[src/rtl/bt_uart_rx.sv]
// bt_uart_rx
// ---------------------------------------------------------------------------
// Receives 8N1 frames from the Bluetooth module's TX line and hands each
// good byte to the display stage.
//
// The asynchronous line passes through a 2-FF synchroniser. A mid-bit
// sampling FSM then recovers each frame. Each good byte is held on `bt`
// until the next good byte arrives.
//
// Optional feature macro: BT_UART_PARITY_EN
//   When defined, a PARITY state is inserted between DATA and STOP. The
//   frame then carries one even-parity bit, and the `parity_err` port is
//   added.
//
// Ports
//   clk           system clock, rising edge
//   rst           synchronous reset, active-high
//   get_bluetooth asynchronous serial RX line, idle high
//   rd_ack        consumer acknowledges the held byte (single-cycle pulse)
//   bt            last good received byte
//   bt_valid      one-cycle pulse when `bt` is updated
//   bt_ready      high from a `bt` update until `rd_ack`
//   frame_err     one-cycle pulse when the stop bit is sampled low
//   parity_err    (BT_UART_PARITY_EN only) one-cycle pulse on parity
//                 mismatch with a good stop bit
//   overrun       sticky: a byte completed while `bt_ready` was still high
//
// Handshake
//   `bt_valid` is a one-cycle strobe. It is not back-pressured.
//   `bt_ready` goes high on every load and drops the cycle after `rd_ack`.
//   If a load and `rd_ack` occur in the same cycle, the load wins:
//   `bt_ready` stays high and no overrun is recorded.
//
// Debug visibility
//   The FSM state is held in the `state` register (type state_t).
//
// ---------------------------------------------------------------------------
module bt_uart_rx #(
  parameter int CLKS_PER_BIT = 10417
) (
  input  logic       clk,
  input  logic       rst,
  input  logic       get_bluetooth,
  input  logic       rd_ack,
  output logic [7:0] bt,
  output logic       bt_valid,
  output logic       bt_ready,
  output logic       frame_err,
`ifdef BT_UART_PARITY_EN
  output logic       parity_err,
`endif
  output logic       overrun
);

  localparam int HALF_BIT = CLKS_PER_BIT / 2;
  localparam int CW       = $clog2(CLKS_PER_BIT);

  localparam logic [CW-1:0] BIT_LAST  = CW'(CLKS_PER_BIT - 1);
  localparam logic [CW-1:0] HALF_LAST = CW'(HALF_BIT - 1);

  typedef enum logic [2:0] {
    IDLE,
    START,
    DATA,
`ifdef BT_UART_PARITY_EN
    PARITY,
`endif
    STOP,
    WAIT_HIGH
  } state_t;

  state_t        state, state_n;
  logic [CW-1:0] cnt, cnt_n;
  logic [2:0]    bit_cnt, bit_n;
  logic [7:0]    shift, shift_n;
  logic          rx_meta, rx_s;
  logic          load, ferr;
`ifdef BT_UART_PARITY_EN
  logic          par_bit, par_n;
  logic          perr;
`endif

  // The synchroniser resets to the idle level. This prevents a reset from
  // looking like a start edge.
  always_ff @(posedge clk) begin
    if (rst) begin
      rx_meta <= 1'b1;
      rx_s    <= 1'b1;
    end else begin
      rx_meta <= get_bluetooth;
      rx_s    <= rx_meta;
    end
  end

  always_ff @(posedge clk) begin
    if (rst) begin
      state   <= IDLE;
      cnt     <= '0;
      bit_cnt <= '0;
      shift   <= '0;
`ifdef BT_UART_PARITY_EN
      par_bit <= 1'b0;
`endif
    end else begin
      state   <= state_n;
      cnt     <= cnt_n;
      bit_cnt <= bit_n;
      shift   <= shift_n;
`ifdef BT_UART_PARITY_EN
      par_bit <= par_n;
`endif
    end
  end

  always_comb begin
    state_n = state;
    cnt_n   = cnt;
    bit_n   = bit_cnt;
    shift_n = shift;
    load    = 1'b0;
    ferr    = 1'b0;
`ifdef BT_UART_PARITY_EN
    par_n   = par_bit;
    perr    = 1'b0;
`endif
    case (state)
      IDLE: begin
        if (!rx_s) begin
          state_n = START;
          cnt_n   = '0;
        end
      end
      START: begin
        // Re-check the line at the middle of the start bit. A short low
        // glitch is dropped silently.
        if (cnt == HALF_LAST) begin
          cnt_n   = '0;
          bit_n   = '0;
          state_n = rx_s ? IDLE : DATA;
        end else begin
          cnt_n = cnt + 1'b1;
        end
      end
      DATA: begin
        if (cnt == BIT_LAST) begin
          cnt_n   = '0;
          shift_n = {rx_s, shift[7:1]};  // LSB arrives first
          if (bit_cnt == 3'd7) begin
            bit_n = '0;
`ifdef BT_UART_PARITY_EN
            state_n = PARITY;
`else
            state_n = STOP;
`endif
          end else begin
            bit_n = bit_cnt + 3'd1;
          end
        end else begin
          cnt_n = cnt + 1'b1;
        end
      end
`ifdef BT_UART_PARITY_EN
      PARITY: begin
        if (cnt == BIT_LAST) begin
          cnt_n   = '0;
          par_n   = rx_s;
          state_n = STOP;
        end else begin
          cnt_n = cnt + 1'b1;
        end
      end
`endif
      STOP: begin
        if (cnt == BIT_LAST) begin
          cnt_n = '0;
          if (rx_s) begin
            state_n = IDLE;
`ifdef BT_UART_PARITY_EN
            // Even parity: the data bits plus the parity bit XOR to zero.
            if ((^shift) == par_bit) load = 1'b1;
            else                     perr = 1'b1;
`else
            load = 1'b1;
`endif
          end else begin
            ferr    = 1'b1;
            state_n = WAIT_HIGH;
          end
        end else begin
          cnt_n = cnt + 1'b1;
        end
      end
      WAIT_HIGH: begin
        // A break or stuck-low line must not be seen as a new start bit.
        if (rx_s) state_n = IDLE;
      end
      default: state_n = IDLE;
    endcase
  end

  always_ff @(posedge clk) begin
    if (rst) begin
      bt         <= 8'h00;
      bt_valid   <= 1'b0;
      bt_ready   <= 1'b0;
      frame_err  <= 1'b0;
      overrun    <= 1'b0;
`ifdef BT_UART_PARITY_EN
      parity_err <= 1'b0;
`endif
    end else begin
      bt_valid  <= load;
      frame_err <= ferr;
`ifdef BT_UART_PARITY_EN
      parity_err <= perr;
`endif
      if (load) bt <= shift;
      if (load)        bt_ready <= 1'b1;
      else if (rd_ack) bt_ready <= 1'b0;
      // An acknowledge in the load cycle means the old byte was consumed.
      if (load && bt_ready && !rd_ack) overrun <= 1'b1;
    end
  end

endmodule

[config.mk]
export PLATFORM = sky130hd
export DESIGN_NAME = bt_uart_rx
export DESIGN_NICKNAME = d
export VERILOG_FILES = /design/src/rtl/bt_uart_rx.sv
export SDC_FILE = /design/constraint.sdc
export NUM_CORES = 1
export LEC_CHECK = 0
export CORE_MARGIN = 1.5
export CORE_UTILIZATION = 40
export DETAILED_ROUTE_END_ITERATION = 16
export PLACE_DENSITY = 0.7
export SLEW_MARGIN = 10
export SYNTH_ARGS = -nofsm -noshare
export SYNTH_HDL_FRONTEND = slang
export SYNTH_SLANG_ARGS = --single-unit
[constraint.sdc]
create_clock -name clk -period 1.84 [get_ports clk]
set_input_delay 0.276 -clock clk [delete_from_list [all_inputs] [get_ports clk]]
set_output_delay 0.276 -clock clk [all_outputs]
set_load 0.005 [all_outputs]
==> results of run 1 <==
[routing by layer]
metal  vias to the layer above  global-route usage (%)  routed length [microns]
met5                         -                       0                        0
met4                         0                    7.76                       71
met3                         6                    4.28                      137
met2                        21                    27.2                     1870
met1                       745                    23.9                     2030
li1                        844                       -                        -
[placed cells by master, fill, tap and decap left out, types with 4 or more instances in the layout]
cell	n
a21o_1	6
a21oi_1	7
a22o_1	5
and2_1	8
and3_1	5
and4bb_2	4
buf_4	22
clkbuf_8	5
clkdlybuf4s50_1	15
dfxtp_1	40
ha_1	4
inv_1	4
mux2i_1	20
nand2_1	17
nand3_1	11
nand4_1	4
nor2_1	31
nor3_1	4
[timing repair]
action                     CTS  global route
gates cloned                 1             0
pin swaps                    1             1
resized for setup            5             2
setup endpoints to repair   21            29
[layout make-up]
cell class                 count  area, sq um  area share [%]
multi-input combinational    159         1070            43.9
inverter                       6         22.5           0.922
clock inverter                 3         25.0            1.02
sequential                    42          843            34.5
timing repair buffer          38          327            13.4
tap                           67         83.8            3.43
clock buffer                   5         68.8            2.82
[flip-flops by register name, indices dropped and copies added (netlist names)]
register / count
bit_cnt: 3
bt: 8
bt_ready: 1
bt_valid: 1
cnt: 14
frame_err: 1
overrun: 1
rx_meta: 1
rx_s: 1
shift: 8
state: 3
[worst register-to-register path: stages (launching register included)]
cell and delay, ns:
dfxtp_2 0.34, inv_2 0.05, ha_1 0.13, and4bb_2 0.25
nand4_4 0.15, or4_4 0.60, o21ba_2 0.24, nor2_1 0.07
[per-stage QoR]
stage	instances	hold WS [ns]	total power [uW]	area (sq um)
2_1_floorplan	217	0.380	979	1980
3_3_place_gp	311	0.398	1000	2320
3_5_place_dp	311	0.399	1000	2320
4_1_cts	320	0.419	1620	2440
5_1_grt	320	0.437	1670	2440
6_report	320	0.415	1600	2440
[cells by family (layout without fill, tap and decap cells)]
group / after synthesis / after routing / synth area share (%)
adder cells (fa/ha/maj): 4 / 4 / 2.54
buffers and inverters: 17 / 52 / 4.12
AND/OR/NAND/NOR: 98 / 99 / 27.1
flip-flops: 42 / 42 / 42.6
AO/OA/AOI/OAI: 35 / 35 / 13.0
XOR/XNOR: 1 / 1 / 0.444
multiplexers: 20 / 20 / 10.1
[how the worst max path moves through the flow]
| stage | slack [ns] | endpoint |
|---|---|---|
| after floorplan | -0.001 | bt[0] |
| after global placement | -0.03 | cnt[7] |
| after detailed placement | -0.09 | cnt[11] |
| after CTS | -0.04 | overrun |
| after global routing | -0.14 | overrun |
| final | -0.04 | overrun |
[report_power, final]
part           internal, uW  switching [uW]
registers               911            2.90
clock network           274             346
logic                  28.9            39.1
total                  1210             388
==> impl_results.md, run 1 <==
- Crit Path Max Fanout: 6
- DP Worst Slack: -0.0889 ns
- Post-DR vias/cell: 5.05
- CTS Buffer Depth: 2
- Slew Limit Fails: 0
- CP Launch Type: flip-flop
- Worst-Margin Slew: 0.654 ns
- Diode count: 0
- Vias in the first global route: between 1500 and 2000
- Async SR Flop Fraction: 0%
- Sequential-to-total area share from yosys stat: 42.6%
- Hold buffer count at cts: 0
- Root buf cell: clkbuf_8
- CP max-delay cell: or4_4
- Core Util, Final: between 50% and 60%
- Layout cell share with drive strength beyond 1: 20.2%
- Iter 0 DRT Violations: 71
- Yosys top cell area share: 42.6%
- Setup CP Type: flip-flop to flip-flop
- Port bufs: 15
- Yosys warns: 0
- R2R depth: 7
- RSZ-0062 raised after global routing: yes
- Pwr per Cell Area: 656 mW/mm^2
- CP Depth: 7
- Final min period: about 1.9 ns
- DRC violations left: 0
- GR Overflow Total: 0
- Final setup vio count: 6
- CTS clock-pin slew for the worst setup and hold paths: 0.09 ns
- Syn_nets: 225
- Setup tns final: -0.117 ns
- Max Freq: between 500 and 600 MHz
- Clk_lat worst skew: 0.30 ns
- R2r startpoint: cnt[0]
- RR Endpoint: overrun
- Post-route ant nets: 0
- First-pass detailed-route iteration total: 4
- Top cells by area, synth: dfxtp_1, mux2i_1, nor2_1
- Part of the cycle the worst path needs: 102%
- Seq cells post-synth: 42
- Worst endpoint required time: 2.09 ns
- Min-delay src: rx_meta
- Reg2Reg Setup Slack: -0.04 ns
- CP cell instances: inv_2, ha_1, and4bb_2, nand4_4, or4_4, o21ba_2, nor2_1
- Synth Flop Type: dfxtp_1
- Std-Cell Rows: 25
- Largest net degree at the start of global routing: 32
- Max_cap viols: 0
- Final GP Congestion: roughly 0.8
- Slew headroom: 56.2%
- Nets@finish: 260
- Core box area: 0.00472 sq mm
- Top cells by count, synth: dfxtp_1, nor2_1, mux2i_1
- Lkg Pwr: 0.000983 uW
- Effective utilization at floorplan: 41.8%
- CTS tree: done
- Arr. time, crit path: 2.13 ns
- Final wirelength: 4.11 mm
- Synth cell types: 42
- Area grow syn2layout: 23.8%
- Worst path buffer plus inverter count: 1
- WL/cell: around 13 microns
- CP Capture Type: flip-flop
- Mapped Area: roughly 0.0020 sq mm
- Setup Skew: 0.00603 ns
- Slowest stage delay, CP: 0.59 ns
- Failing checks: setup timing
- CTS Buf Count: 5
- CTS H-Tree Depth: 2
- Min-Delay Path Depth: 1
- Filler cells: between 400 and 500
- HP Class: flip-flop to flip-flop
- Syn avg cell area: 9.09 sq um
- First-pass GRT wire length: 7.22 mm
- Post-Syn Instances: about 220
- Chip width: 73.2 microns
- Setup bufs post-CTS: 0
- DP Wirelength: 2.83 mm
- Die area: 0.00536 sq mm
- Setup crit start: cnt[0]
- Status: finished with violations
- Vias: between 1500 and 2000
- Vert. Die Dim: approximately 73 microns
- Max IR drop VDD: 517 uV
- Overall routing resource usage: ~18%
- Antenna violations before repair: 0
- Top cell family by delay on the critical path: simple AND/OR/NAND/NOR gates
- Sinks on Clock Net: 42
- Most common cell in the netlist: dfxtp_1
- Area leader, netlist: dfxtp_1
- Worst hold endpoint: rx_s
- Final count of hold timing violations: 0
- Number of synthesized flops with an enable pin: 0
- Final WS setup: -0.0365 ns
- Ports: 16
Power figures use the tool's default switching activity.
==> run 2: changes to the inputs <==
Settings changed: CORE_MARGIN 1.5 to 2, TNS_END_PERCENT set to 1.
==> run 2 against run 1 <==
Net effect:
- the run still ends with setup timing left
- global-route usage fell by 0.39 points
- register-to-register slack barely moved
- count of clock-buffer cells in the layout did not move
- final cell count rose by 2.5%
- flip-flop and latch count did not move
- final area rose by 6.0%
- non-clock buffer count rose by 8
- critical path depth did not move
- largest cell class unchanged
- fmax barely moved
- sequential share of layout area fell by 1.9 points
==> impl_results.md, run 2 (synthesis gave the netlist of run 1 again) <==
- Status: finished with violations
- Failing checks: setup timing
- Register share of total power: 52.9% (-4.2 points)
- HP Class: flip-flop to flip-flop
- Chip width: 74.2 microns (+1.4%)
- WL/cell: 13.4 microns (+4.3%)
- Max Freq: 532 MHz (about the same)
- Largest registers: cnt (14), bt (8), shift (8)
- Vias in the first global route: 1625 (+4.0%)
- Final count of hold timing violations: 0 (unchanged)
- RSZ-0062 raised after global routing: yes
- Worst endpoint required time: 2.09 ns (about the same)
- Met2 GRT Util: 26.7% (-0.49 points)
- Final setup vio count: 5 (-1)
- Die area: 0.00551 sq mm (+2.7%)
- Final GP Congestion: 0.787 (-1.7%)
- Antenna violations before repair: 0 (unchanged)
- Effective utilization at floorplan: 41.5% (-0.27 points)
- Clock Power Share: 42.9% (+4.2 points)
- Overall routing resource usage: 17.4% (-0.39 points)
- Most frequent cells in the layout: dfxtp_1, nor2_1, buf_4
- Pwr per Cell Area: 667 mW/mm^2 (+1.7%)
- Iter 0 DRT Violations: 38 (-46%)
- Largest net degree at the start of global routing: 31 (-3.1%)
- CTS H-Tree Depth: 2 (unchanged)
- Clk_lat worst skew: 0.30 ns (about the same)
- Hold buffer count at cts: 0 (unchanged)
- Nets@finish: 268 (+3.1%)
- Comb power frac: 4.2% (about the same)
- CP Launch Type: flip-flop
- Root buf cell: clkbuf_8
- CTS Buf Count: 5 (unchanged)
- Layout cell share with drive strength beyond 1: 24.9% (+4.7 points)
- CTS tree: done
- DP Worst Slack: -0.101 ns (-0.0117 ns)
- Std-Cell Rows: 25 (unchanged)
- Max reg flops: 14 (unchanged)
- Design area: 0.00259 sq mm (+6.0%)
- Met1 usage: 23.6% (-0.29 points)
- DRC violations left: 0 (unchanged)
- Slew headroom: 56.6% (+0.36 points)
- Max_cap viols: 0 (unchanged)
- Area grow syn2layout: 31.2%
- Filler cells: 448 (-1.3%)
- Final min period: 1.88 ns (+0.00154 ns)
- Sinks on Clock Net: 42 (unchanged)
- Pint: 1340 uW (+11%)
- First-pass GRT wire length: 7.43 mm (+3.0%)
- Max IR drop VDD: 548 uV (+5.9%)
- Port bufs: 15 (unchanged)
- Part of the cycle the worst path needs: 102% (about the same)
- Largest reg by FF count: cnt
- NetSw: 382 uW (-1.6%)
- Setup tns final: -0.0671 ns (+0.0496 ns)
- Vert. Die Dim: 74.2 microns (+1.4%)
- Diode count: 0 (unchanged)
- Min-Delay Path Depth: 1 (unchanged)
- R2R depth: 7 (unchanged)
- Sw Ratio: 22.1% (-2.1 points)
- Core box area: 0.00475 sq mm (+0.66%)
- CP Capture Type: flip-flop
- Met3 Use GR: 4.88% (+0.60 points)
- Placed Area: 0.00237 sq mm (+2.1%)
- CTS clock-pin slew for the worst setup and hold paths: 0.08 ns (about the same)
- Worst-Margin Slew: 0.649 ns (-0.00542 ns)
- GR Overflow Total: 0 (unchanged)
- Crit Path Max Fanout: 6 (unchanged)
- Post-route ant nets: 0 (unchanged)
- Commonest non-fill, non-tap cell in the layout: dfxtp_1
- Setup Skew: 0.00742 ns (+0.00139 ns)
- Ports: 16 (unchanged)
- Setup CP Type: flip-flop to flip-flop
- DP Wirelength: 2.91 mm (+2.8%)
- Total power: 1730 uW (+7.8%)
- First-pass detailed-route iteration total: 4 (unchanged)
- Post-DR vias/cell: 5.16 (+2.1%)
- Final wirelength: 4.39 mm (+6.9%)
- Final WS setup: -0.0380 ns (-0.00154 ns)
- Core Util, Final: 54.4% (+2.7 points)
- Slew Limit Fails: 0 (unchanged)
- CTS Buffer Depth: 2 (unchanged)
- Lkg Pwr: 0.00104 uW (+5.9%)
- Vias: 1692 (+4.7%)
- Gr busiest metal: met2
- Arr. time, crit path: 2.13 ns (about the same)
==> run 2: path summary, 6_finish.rpt <==
path,from,end,slack (ns)
min,rx_meta,rx_s,0.41
max reg2reg,cnt[0],overrun,-0.04
max,cnt[0],overrun,-0.04
min reg2reg,rx_meta,rx_s,0.41
==> run 2: cell type report <==
class	instances	area, sq um	area share, %
Clock inverter	3	45.0	1.74
Multi-Input combinational cell	159	1120	43.4
Inverter	6	22.5	0.870
Timing Repair Buffer	46	399	15.4
Sequential cell	42	846	32.7
Tap cell	67	83.8	3.24
Clock buffer	5	68.8	2.66
==> run 2: per-stage QoR <==
| step | std cells | hold slack, ns |
|---|---|---|
| 3_3_place_gp | 316 | 0.398 |
| 6_report | 328 | 0.414 |
| 2_1_floorplan | 217 | 0.380 |
| 3_5_place_dp | 316 | 0.399 |
| 5_1_grt | 328 | 0.431 |
| 4_1_cts | 328 | 0.417 |
==> run 2: per-layer routing <==
metal / vias up / routed length (microns)
li1: 856 / -
met1: 806 / 2180
met2: 23 / 2000
met3: 7 / 138
met4: 0 / 75
met5: - / 0
==> run 2: timing repair <==
action | CTS | global route
hold endpoints to repair | 0 | 0
pin swaps | 5 | 5
setup buffers | 3 | 0
endpoints found under the setup margin | 21 | 26
gates cloned | 1 | 0
resized for setup | 13 | 9
==> run 2: worst max-delay path, cell delays in order (launching register included) <==
cell	delay (ns)
dfxtp_2	0.34
inv_2	0.08
ha_4	0.12
and4bb_2	0.25
nand4_4	0.13
or4_4	0.59
o21ba_4	0.25
nor2_2	0.07
==> run 2: power groups by stage <==
stage	Combinational [uW]	Sequential (uW)	Clock [uW]
2_1_floorplan	44.4	934	0
3_3_place_gp	66.8	937	0
3_5_place_dp	68.0	937	0
4_1_cts	70.5	915	757
5_1_grt	78.8	915	793
6_report	72.3	914	741
==> run 3: changes to the inputs <==
==> constraint.sdc (replaced) <==
create_clock -name clk -period 1.84 [get_ports clk]
set_input_delay 0.368 -clock clk [delete_from_list [all_inputs] [get_ports clk]]
set_output_delay 0.368 -clock clk [all_outputs]
set_load 0.005 [all_outputs]
==> run 3 against run 2 <==
Net effect:
- the run still ends with setup timing left
- first-iteration DRC count rose by 68%
- count of clock-buffer cells in the layout did not move
- sequential power about the same
- worst setup slack lost 0.017 ns
- register-to-register slack got worse by 0.02 ns
- final area about the same
- worst hold slack improved by 0.016 ns
- die area unchanged
- combinational power barely moved
- largest power group unchanged
- highest routed layer unchanged
==> impl_results.md, run 3 (synthesis gave the netlist of run 1 again) <==
- Status: finished with violations
- Failing checks: setup timing
- Clk_lat worst skew: 0.30 ns (about the same)
- Sw Ratio: 22.0% (-0.11 points)
- Final min period: 1.89 ns (+0.0169 ns)
- Vert. Die Dim: 74.2 microns (unchanged)
- Core box area: 0.00475 sq mm (unchanged)
- Vias in the first global route: 1612 (-0.80%)
- Worst endpoint required time: 2.03 ns (-0.06 ns)
- Comb power frac: 4.2% (about the same)
- Slew headroom: 60.0% (+3.4 points)
- Pwr per Cell Area: 667 mW/mm^2 (about the same)
- Setup CP Type: flip-flop to flip-flop
- Final wirelength: 4.37 mm (-0.43%)
- Slew Limit Fails: 0 (unchanged)
- Final WS setup: -0.0549 ns (-0.0169 ns)
- Worst-Margin Slew: 0.598 ns (-0.0503 ns)
- Post-DR vias/cell: 5.18 (+0.42%)
- Max IR drop VDD: 384 uV (-30%)
- Final setup vio count: 13 (+8)
- CTS H-Tree Depth: 2 (unchanged)
- Part of the cycle the worst path needs: 103% (+0.92 points)
- CTS Buf Count: 5 (unchanged)
- Max reg flops: 14 (unchanged)
- CTS clock-pin slew for the worst setup and hold paths: 0.08 ns (about the same)
- Root buf cell: clkbuf_8
- Most frequent cells in the layout: dfxtp_1, nor2_1, buf_4
- Diode count: 0 (unchanged)
- Effective utilization at floorplan: 41.5% (unchanged)
- DP Worst Slack: -0.179 ns (-0.0783 ns)
- CP Launch Type: flip-flop
- CP Capture Type: flip-flop
- Std-Cell Rows: 25 (unchanged)
- Sinks on Clock Net: 42 (unchanged)
- First-pass detailed-route iteration total: 4 (unchanged)
- Slowest stage delay, CP: 0.63 ns (+0.04 ns)
- Largest registers: cnt (14), bt (8), shift (8)
- Vias: 1694 (+0.12%)
- R2r startpoint: cnt[1]
- NetSw: 379 uW (-0.58%)
- Post-route ant nets: 0 (unchanged)
- Reg2Reg Setup Slack: -0.05 ns (-0.02 ns)
- Pint: 1350 uW (about the same)
- Overall routing resource usage: 17.7% (+0.27 points)
- Port bufs: 15 (unchanged)
- RR Endpoint: bt[3]
- Arr. time, crit path: 2.09 ns (-0.04 ns)
- Commonest non-fill, non-tap cell in the layout: dfxtp_1
- Nets@finish: 267 (-0.37%)
- CTS tree: done
- RSZ-0062 raised after global routing: yes
- Min-Delay Path Depth: 1 (unchanged)
- Max Freq: 528 MHz (-0.89%)
- Antenna violations before repair: 0 (unchanged)
- Layout cell share with drive strength beyond 1: 25.0% (+0.096 points)
- Total power: 1730 uW (about the same)
- R2R depth: 7 (unchanged)
- HP Class: flip-flop to flip-flop
- CP cell instances: inv_4, ha_4, and4bb_2, nand4_4, or4_4, mux2i_1, nor2_1
- GR Overflow Total: 0 (unchanged)
- Area grow syn2layout: 31.1% (about the same)
- Ports: 16 (unchanged)
- Iter 0 DRT Violations: 64 (+68%)
- DP Wirelength: 2.99 mm (+2.9%)
- Die area: 0.00551 sq mm (unchanged)
- Register share of total power: 53.0% (about the same)
- Largest reg by FF count: cnt
- CP max-delay cell: or4_4
- Worst setup endpoint: bt[3]
- WL/cell: 13.4 microns (-0.13%)
- Max_cap viols: 0 (unchanged)
- Final GP Congestion: 0.831 (+5.6%)
- Chip width: 74.2 microns (unchanged)
- Core Util, Final: 54.4% (about the same)
- Lkg Pwr: 0.00104 uW (-0.32%)
- Clock Power Share: 42.9% (about the same)
- Hold buffer count at cts: 0 (unchanged)
- CTS Buffer Depth: 2 (unchanged)
- Multi-input logic area: 0.00113 sq mm (+0.22%)
- Crit Path Max Fanout: 5 (-1)
- Footprint of the flip-flops and latches: 846 sq um (unchanged)
- Setup Skew: 0.00524 ns (-0.00217 ns)
- Filler cells: 444 (-0.89%)
- Final count of hold timing violations: 0 (unchanged)
- DRC violations left: 0 (unchanged)
- Largest net degree at the start of global routing: 31 (unchanged)
- WHS: 0.430 ns (+0.0164 ns)
- Setup crit start: cnt[1]
- First-pass GRT wire length: 7.43 mm (unchanged)
run 3: per-layer routing:
layer	wire length [microns]	share of wire, %	GRT usage, %
met1	2110	48	23.0
met2	2060	47	28.2
met3	138	3.2	4.88
met4	68	1.6	6.55
met5	0	0	0
run 3: through the flow:
step / std cells / area, sq um / TNS (ns)
after floorplan: 217 / 1970 / -0.154
after global placement: 315 / 2350 / -1.98
after detailed placement: 315 / 2350 / -2.60
after CTS: 326 / 2530 / -0.967
after global routing: 327 / 2590 / -1.90
final: 327 / 2590 / -0.408
run 3: timing repair:
item / 4_1_cts / 5_1_grt
buffers inserted: 2 / 1
cloned: 1 / 0
endpoints found under the hold margin: 0 / 0
gates resized for setup: 13 / 9
pin swaps: 7 / 7
setup endpoints to repair: 23 / 34
run 3: area by class of cell:
class / count / share of cell area, %
well taps: 67 / 3.24
inverters: 6 / 0.968
multi-input cells: 159 / 43.5
repair buffers: 45 / 15.1
clock buffers: 5 / 2.66
flip-flops and latches: 42 / 32.7
clock inverters: 3 / 1.74
run 3: how the worst min path moves through the flow:
stage                       start  endpoint  slack [ns]
after floorplan           rx_meta      rx_s        0.39
after global placement    rx_meta      rx_s        0.39
after detailed placement  rx_meta      rx_s        0.42
after CTS                 rx_meta      rx_s        0.44
after global routing      rx_meta      rx_s        0.45
final                     rx_meta      rx_s        0.43
run 3: power by group through the flow:
stage / Clock, uW / Sequential, uW / Combinational [uW]
final: 739 / 914 / 72.3
after global routing: 789 / 914 / 79.8
after CTS: 755 / 915 / 71.7
after detailed placement: 0 / 936 / 68.6
after global placement: 0 / 936 / 66.7
after floorplan: 0 / 934 / 44.4
run 3: worst max-delay path: cells and delay by family (launching register included):
| family | cells | cell delay [ns] |
|---|---|---|
| buffers and inverters | 1 | 0.06 |
| adders and majority gates | 1 | 0.12 |
| muxes | 1 | 0.17 |
| and+or+nand+nor | 4 | 1.06 |
| DFF | 1 | 0.37 |
